`src/rtl/output_fifo_drain_pkg.sv`:
```
// ---------------------------------------------------------------------------
// output_fifo_drain_pkg
// Shared definitions for the output FIFO drain block.
//   state_t   : drain FSM state encoding (IDLE/READ/LATCH/PRESENT)
//   STATUS_OK : status token value that means "success"
// ---------------------------------------------------------------------------
package output_fifo_drain_pkg;

    typedef enum logic [1:0] {
        IDLE    = 2'b00,
        READ    = 2'b01,
        LATCH   = 2'b10,
        PRESENT = 2'b11
    } state_t;

    localparam int STATUS_OK = 0;

endpackage

```
`src/rtl/output_fifo_drain_desync_monitor.sv`:
```
// ---------------------------------------------------------------------------
// output_fifo_drain_desync_monitor
// Watches the result/status FIFO populations and raises a sticky flag once
// exactly one of them has been empty for desync_timeout consecutive cycles.
// Ports:
//   clk          : system clock, rising edge
//   rst          : asynchronous active-low reset
//   result_empty : result FIFO population is zero
//   status_empty : status FIFO population is zero
//   desync       : sticky desynchronisation flag, cleared only by reset
// ---------------------------------------------------------------------------
module output_fifo_drain_desync_monitor
    import output_fifo_drain_pkg::*;
#(
    parameter int desync_timeout = 8
) (
    input  logic clk,
    input  logic rst,
    input  logic result_empty,
    input  logic status_empty,
    output logic desync
);

    localparam int CW = $clog2(desync_timeout + 1);
    localparam logic [CW-1:0] LIMIT = CW'(desync_timeout);

    logic [CW-1:0] count_reg;
    logic [CW-1:0] count_next;
    logic          desync_reg;

    // Count only while the two FIFOs disagree on emptiness; any agreement
    // (both empty or both holding tokens) restarts the window.
    always_comb begin
        count_next = '0;
        if (result_empty != status_empty) begin
            count_next = (count_reg == LIMIT) ? count_reg : count_reg + 1'b1;
        end
    end

    // The flag is set on the same edge the counter reaches the limit.
    always_ff @(posedge clk or negedge rst) begin
        if (!rst) begin
            count_reg  <= '0;
            desync_reg <= 1'b0;
        end else begin
            count_reg <= count_next;
            if (count_next == LIMIT) begin
                desync_reg <= 1'b1;
            end
        end
    end

    assign desync = desync_reg;

endmodule

```
`src/rtl/output_fifo_drain.sv`:
```
// ---------------------------------------------------------------------------
// output_fifo_drain
// Reader end of the result/status output FIFO pair. Pops one token from each
// FIFO together, latches the pair and presents it on a valid/ready host
// interface. Counts accepted pairs and flags FIFO desynchronisation.
// Optional feature macro: STATUS_ERR_CNT_EN adds err_count, a saturating
// count of accepted pairs whose status is not STATUS_OK.
// Ports:
//   clk, rst              : clock (rising edge), async active-low reset
//   pop_out_fifo_result   : result FIFO population
//   pop_out_fifo_status   : status FIFO population
//   data_in_result/status : FIFO read data, valid the cycle after the read
//   en_rd_fifo_result/status : FIFO read enables (always asserted together)
//   host_ready            : host accepts the presented pair
//   host_valid            : pair presented to host
//   host_result/status    : latched pair
//   pairs_drained         : accepted pairs, wraps
//   desync                : sticky desynchronisation flag
//   err_count             : (STATUS_ERR_CNT_EN only) non-OK status count
// ---------------------------------------------------------------------------
module output_fifo_drain
    import output_fifo_drain_pkg::*;
#(
    parameter int word_size      = 16,
    parameter int desync_timeout = 8
) (
    input  logic                 clk,
    input  logic                 rst,
    input  logic [word_size-1:0] pop_out_fifo_result,
    input  logic [word_size-1:0] pop_out_fifo_status,
    input  logic [word_size-1:0] data_in_result,
    input  logic [word_size-1:0] data_in_status,
    output logic                 en_rd_fifo_result,
    output logic                 en_rd_fifo_status,
    input  logic                 host_ready,
    output logic                 host_valid,
    output logic [word_size-1:0] host_result,
    output logic [word_size-1:0] host_status,
    output logic [word_size-1:0] pairs_drained,
    output logic                 desync
`ifdef STATUS_ERR_CNT_EN
    ,
    output logic [word_size-1:0] err_count
`endif
);

    state_t               state_reg;
    state_t               state_next;
    logic [word_size-1:0] host_result_reg;
    logic [word_size-1:0] host_status_reg;
    logic [word_size-1:0] pairs_reg;
    logic                 both_nonempty;
    logic                 transfer;

    assign both_nonempty = (pop_out_fifo_result != '0) && (pop_out_fifo_status != '0);
    assign transfer      = (state_reg == PRESENT) && host_ready;

    // Next-state logic. Populations are only looked at in IDLE, so changes
    // during a transfer are ignored until it completes.
    always_comb begin
        state_next = state_reg;
        case (state_reg)
            IDLE:    if (both_nonempty) state_next = READ;
            READ:    state_next = LATCH;
            LATCH:   state_next = PRESENT;
            PRESENT: if (host_ready) state_next = IDLE;
            default: state_next = IDLE;
        endcase
    end

    always_ff @(posedge clk or negedge rst) begin
        if (!rst) begin
            state_reg       <= IDLE;
            host_result_reg <= '0;
            host_status_reg <= '0;
            pairs_reg       <= '0;
        end else begin
            state_reg <= state_next;
            // Read data arrives one cycle after the enable, i.e. during LATCH.
            if (state_reg == LATCH) begin
                host_result_reg <= data_in_result;
                host_status_reg <= data_in_status;
            end
            if (transfer) begin
                pairs_reg <= pairs_reg + 1'b1;
            end
        end
    end

`ifdef STATUS_ERR_CNT_EN
    logic [word_size-1:0] err_count_reg;

    always_ff @(posedge clk or negedge rst) begin
        if (!rst) begin
            err_count_reg <= '0;
        end else if (transfer && (host_status_reg != word_size'(STATUS_OK))
                     && (err_count_reg != '1)) begin
            err_count_reg <= err_count_reg + 1'b1;
        end
    end

    assign err_count = err_count_reg;
`endif

    // Moore outputs decoded from state.
    assign en_rd_fifo_result = (state_reg == READ);
    assign en_rd_fifo_status = (state_reg == READ);
    assign host_valid        = (state_reg == PRESENT);
    assign host_result       = host_result_reg;
    assign host_status       = host_status_reg;
    assign pairs_drained     = pairs_reg;

    output_fifo_drain_desync_monitor #(
        .desync_timeout(desync_timeout)
    ) u_desync_monitor (
        .clk         (clk),
        .rst         (rst),
        .result_empty(pop_out_fifo_result == '0),
        .status_empty(pop_out_fifo_status == '0),
        .desync      (desync)
    );

endmodule

```
`config.mk`:
```
export PLATFORM = sky130hd
export DESIGN_NAME = output_fifo_drain
export DESIGN_NICKNAME = d
export VERILOG_FILES = /design/src/rtl/output_fifo_drain_pkg.sv /design/src/rtl/output_fifo_drain_desync_monitor.sv /design/src/rtl/output_fifo_drain.sv
export SDC_FILE = /design/constraint.sdc
export NUM_CORES = 1
export LEC_CHECK = 0
export CORE_ASPECT_RATIO = 0.75
export CORE_MARGIN = 1.5
export CORE_UTILIZATION = 40
export CTS_CLUSTER_SIZE = 20
export DETAILED_ROUTE_END_ITERATION = 10
export PLACE_DENSITY = 0.8
export SLEW_MARGIN = 30
export SYNTH_ARGS = -nofsm -noshare
export SYNTH_HDL_FRONTEND = slang
export SYNTH_SLANG_ARGS = --single-unit
```
`constraint.sdc`:
```
create_clock -name clk -period 1.6 [get_ports clk]
set_input_delay 0.32 -clock clk [delete_from_list [all_inputs] [get_ports clk]]
set_output_delay 0.32 -clock clk [all_outputs]
set_load 0.01 [all_outputs]
```
==> results.rst <==
.. list-table::
   :header-rows: 1

   * - Metric
     - Value
   * - Area of all sequential standard cells
     - 1380 um2
   * - Hold_ws
     - -9.24 ps
   * - Final Non-Filler Cells
     - 402
   * - Result of the run
     - complete, but fails checks
   * - Area share of the leading cell type in the synthesized netlist
     - 57.2%
   * - Worst-path fanout max
     - 2
   * - Avg Cell Area, Syn
     - 13.4 um2
   * - Layout-stage area growth over the synthesis result
     - 68.7%
   * - Routing usage on met2
     - 29.2%
   * - Critical path data arrival time
     - 1810 ps
   * - Number of warning messages in the yosys log
     - 0
   * - Net count of the finished layout
     - 399
   * - Relative slew margins
     - 80.1%
   * - Routed vias
     - 1939
   * - Number of pins with negative max-slew slack in the final report
     - 0
   * - CP peak stage delay
     - 440 ps
   * - Number of buffers created by CTS
     - 5
   * - Final worst-path cycle share
     - 101%
   * - Clock H-tree levels
     - 2
   * - Synthesized netlist cell count
     - 180
   * - DRC violation total after the first TritonRoute iteration
     - 73
   * - Most used flip-flop cell after synthesis
     - dfrtp_1
   * - Count of antenna diodes in the layout
     - 0
   * - Startpoint types
     - input port
   * - Clk_skew
     - 6.68 ps
   * - Filler Cell Count
     - 426
   * - Post-Route Setup TNS
     - -12.8 ps
   * - Number of sinks on the clock net
     - 55
   * - Pin slew with the least headroom to its limit
     - 299 ps
   * - Latest clock arrival within the worst-skew pair
     - 300 ps
   * - Peak supply drop
     - 780 uV
   * - Die Width
     - 92.6 um
   * - Routability congestion estimate from global placement
     - 0.771
   * - Number of hold-repair buffers added at the cts stage
     - 0
   * - DIE AREA
     - 6490 um2
   * - Flops & latches, synth
     - 55
   * - Initial Utilization
     - 41.5%
   * - Slowest-stage cell, CP
     - clkdlybuf4s50_1
   * - Global routing usage on met1
     - 23.3%
   * - Number of routed nets with antenna violations
     - 0
   * - Asr flop ratio synth
     - 100%
   * - Max cap viols
     - 0
   * - Max Clock Freq
     - 620 MHz
   * - Final number of hold-violating endpoints
     - 10
   * - Wire length per cell after detailed routing
     - 14.3 um
   * - Total setup violations reported at the end of the flow
     - 1
   * - Top-level I/O count
     - 119
   * - Clock root cell
     - clkbuf_8
   * - Inst Count DP
     - 382
   * - Critical Path End Type
     - flip-flop
   * - Tmin final
     - 1610 ps
   * - Core Rows
     - 24
   * - Clk buf depth
     - 2
   * - Power density normalized to cell area
     - 1430 nW/um2
   * - Pin count of the biggest net entering global routing
     - 56
   * - Global-route wire length before repair
     - 9000 um
   * - Layer carrying the most global-route usage
     - met2
   * - Required time of the critical path
     - 1790 ps
   * - Synthesized netlist net count
     - 256
   * - Footprint of the multi-input gates
     - 1080 um2
   * - Crit path buf inv count
     - 1
   * - Post-route DRC
     - 0
   * - DR vias/cell
     - 4.82
   * - Total standard cell area after synthesis
     - 2410 um2
   * - Share of layout cells above drive strength 1
     - 28.4%
   * - Setup repair after global routing missed its margin
     - yes
   * - Crit path cell chain
     - clkdlybuf4s50_1 -> nor4_2 -> nand4_1 -> ha_2 -> o22ai_4 -> mux2_4
   * - Worst hold-check path type
     - input port to async pin
   * - Number of antenna violations at the first check in global routing
     - 0
   * - Vias in the first global route
     - 1909
   * - Final setup margin
     - -12.8 ps
   * - Port Buffers
     - 118
   * - Number of distinct library cells after synthesis
     - 29
   * - Cell type with the highest aggregate area in the netlist
     - dfrtp_1
   * - Iteration count of the initial detailed-routing pass
     - 4
   * - Placeable core region
     - 5800 um2
   * - Floorplan die height
     - 70.2 um
   * - Total routed wirelength
     - 5760 um
   * - Top cells by area, synth
     - dfrtp_1, mux2_2, ha_1, xnor2_1, xor2_1
   * - Violated checks
     - negative hold slack, negative setup slack
   * - Remaining global-route overflow
     - 0
   * - Clock Pin Slew Worst Setup and Hold Paths
     - 90 ps
   * - EDFF count, synth
     - 0
   * - Static Leakage
     - 1.82 nW
   * - Kind of cell adding the most delay to the critical path
     - buffers and inverters
   * - Fraction of met3 tracks used by global routing
     - 5.01%
   * - Total routing usage reported by global routing
     - 17.8%
   * - HPWL Detailed
     - 4060 um
   * - CTS tree
     - done
   * - Crit Path Class
     - input port to flip-flop
   * - Proportion of synthesized chip area in sequential cells
     - 57.2%
[synthesized netlist by cell type (2+ instances only)]
library cell / n
and2_1: 3
nand2_1: 7
nor2_1: 5
xnor2_1: 9
inv_1: 8
dfrtp_1: 55
nor3_1: 2
nor4_1: 8
nand4_1: 4
nor4_2: 3
and3_1: 3
buf_2: 3
xor2_1: 7
nand3_1: 7
mux2_2: 34
ha_1: 9
[per-stage QoR]
stage | area, um2 | setup slack [ps] | total power, W | utilization [%]
6_report | 4060 | -12.8 | 0.00582 | 70.0
3_3_place_gp | 3760 | -411 | 0.00492 | 64.9
3_5_place_dp | 3760 | -478 | 0.00500 | 64.9
4_1_cts | 3910 | -9.84 | 0.00578 | 67.5
5_1_grt | 4060 | -110 | 0.00618 | 70.0
2_1_floorplan | 2410 | 41.9 | 0.00345 | -
[area by class of cell]
cell class | count | share of cell area [%]
Clock buffer | 6 | 1.79
Clock inverter | 2 | 0.401
Inverter | 8 | 0.740
Multi-Input combinational cell | 112 | 26.7
Sequential cell | 55 | 34.0
Tap cell | 78 | 2.40
Timing Repair Buffer | 141 | 34.0
[logic make-up (layout without fill, tap and decap cells)]
logic type               after synthesis  in the layout  share of synthesized area (%)
AND/OR/NAND/NOR                       47             47                           12.4
buffers and inverters                 13            157                           2.34
adder cells (fa/ha/maj)                9              9                           4.68
XOR/XNOR                              16             16                           5.82
flip-flops                            55             55                           57.2
multiplexers                          35             35                           16.3
AO/OA/AOI/OAI                          5              5                           1.25
[per-layer routing]
layer / wire length (um) / part of all wire [%]
met5: 0 / 0
met2: 2810 / 49
met3: 519 / 9.0
met1: 2390 / 41
met4: 39 / 0.68
[path summary, 6_finish.rpt]
kind	start	to	slack, ps	depth (start not counted)
max	pop_out_fifo_status[3]	state_reg[1]	-10	6
min	rst	host_result[10]	-9	2
max reg2reg	state_reg[0]	host_status[7]	70	4
min reg2reg	pairs_drained[15]	pairs_drained[15]	470	1
max in group asynchronous	rst	pairs_drained[8]	1340	2
min in group clk	pairs_drained[15]	pairs_drained[15]	470	1
[worst register-to-register path, delay by kind of cell (launching register included)]
kind,cells,cell delay [ps]
DFF,1,440
muxes,1,380
buffers and inverters,2,370
adders and majority gates,1,230
[power by group]
part | switching (W) | internal (W) | total (W)
clock | 0.000446 | 0.000315 | 0.000761
combinational | 0.00110 | 0.00179 | 0.00289
sequential | 0.000264 | 0.00190 | 0.00216
[cell usage in the layout, fill, tap and decap left out, drive strengths merged]
cell type	netlist	final
a21o	1	1
a21oi	1	1
a31oi	1	1
and2	3	3
and3	3	3
and4	2	2
buf	4	26
clkbuf	1	7
clkdlybuf4s50	0	93
clkinvlp	0	1
dfrtp	55	55
dlygate4sd2	0	11
dlymetal6s2s	0	10
ha	9	9
inv	8	9
mux2	34	34
mux2i	1	1
nand2	7	7
nand3	8	8
nand4	5	5
nor2	5	5
nor3	2	2
nor4	11	11
o21ai	1	1
o22ai	1	1
or3	1	1
xnor2	9	9
xor2	7	7
[timing repair]
| item | 4_1_cts | 5_1_grt |
|---|---|---|
| resized for setup | 30 | 27 |
| pin swaps | 3 | 12 |
| buffers inserted | 7 | 5 |
| hold endpoints to repair | 0 | 0 |
| setup endpoints to repair | 15 | 23 |
(Power assumes the default switching activity.)
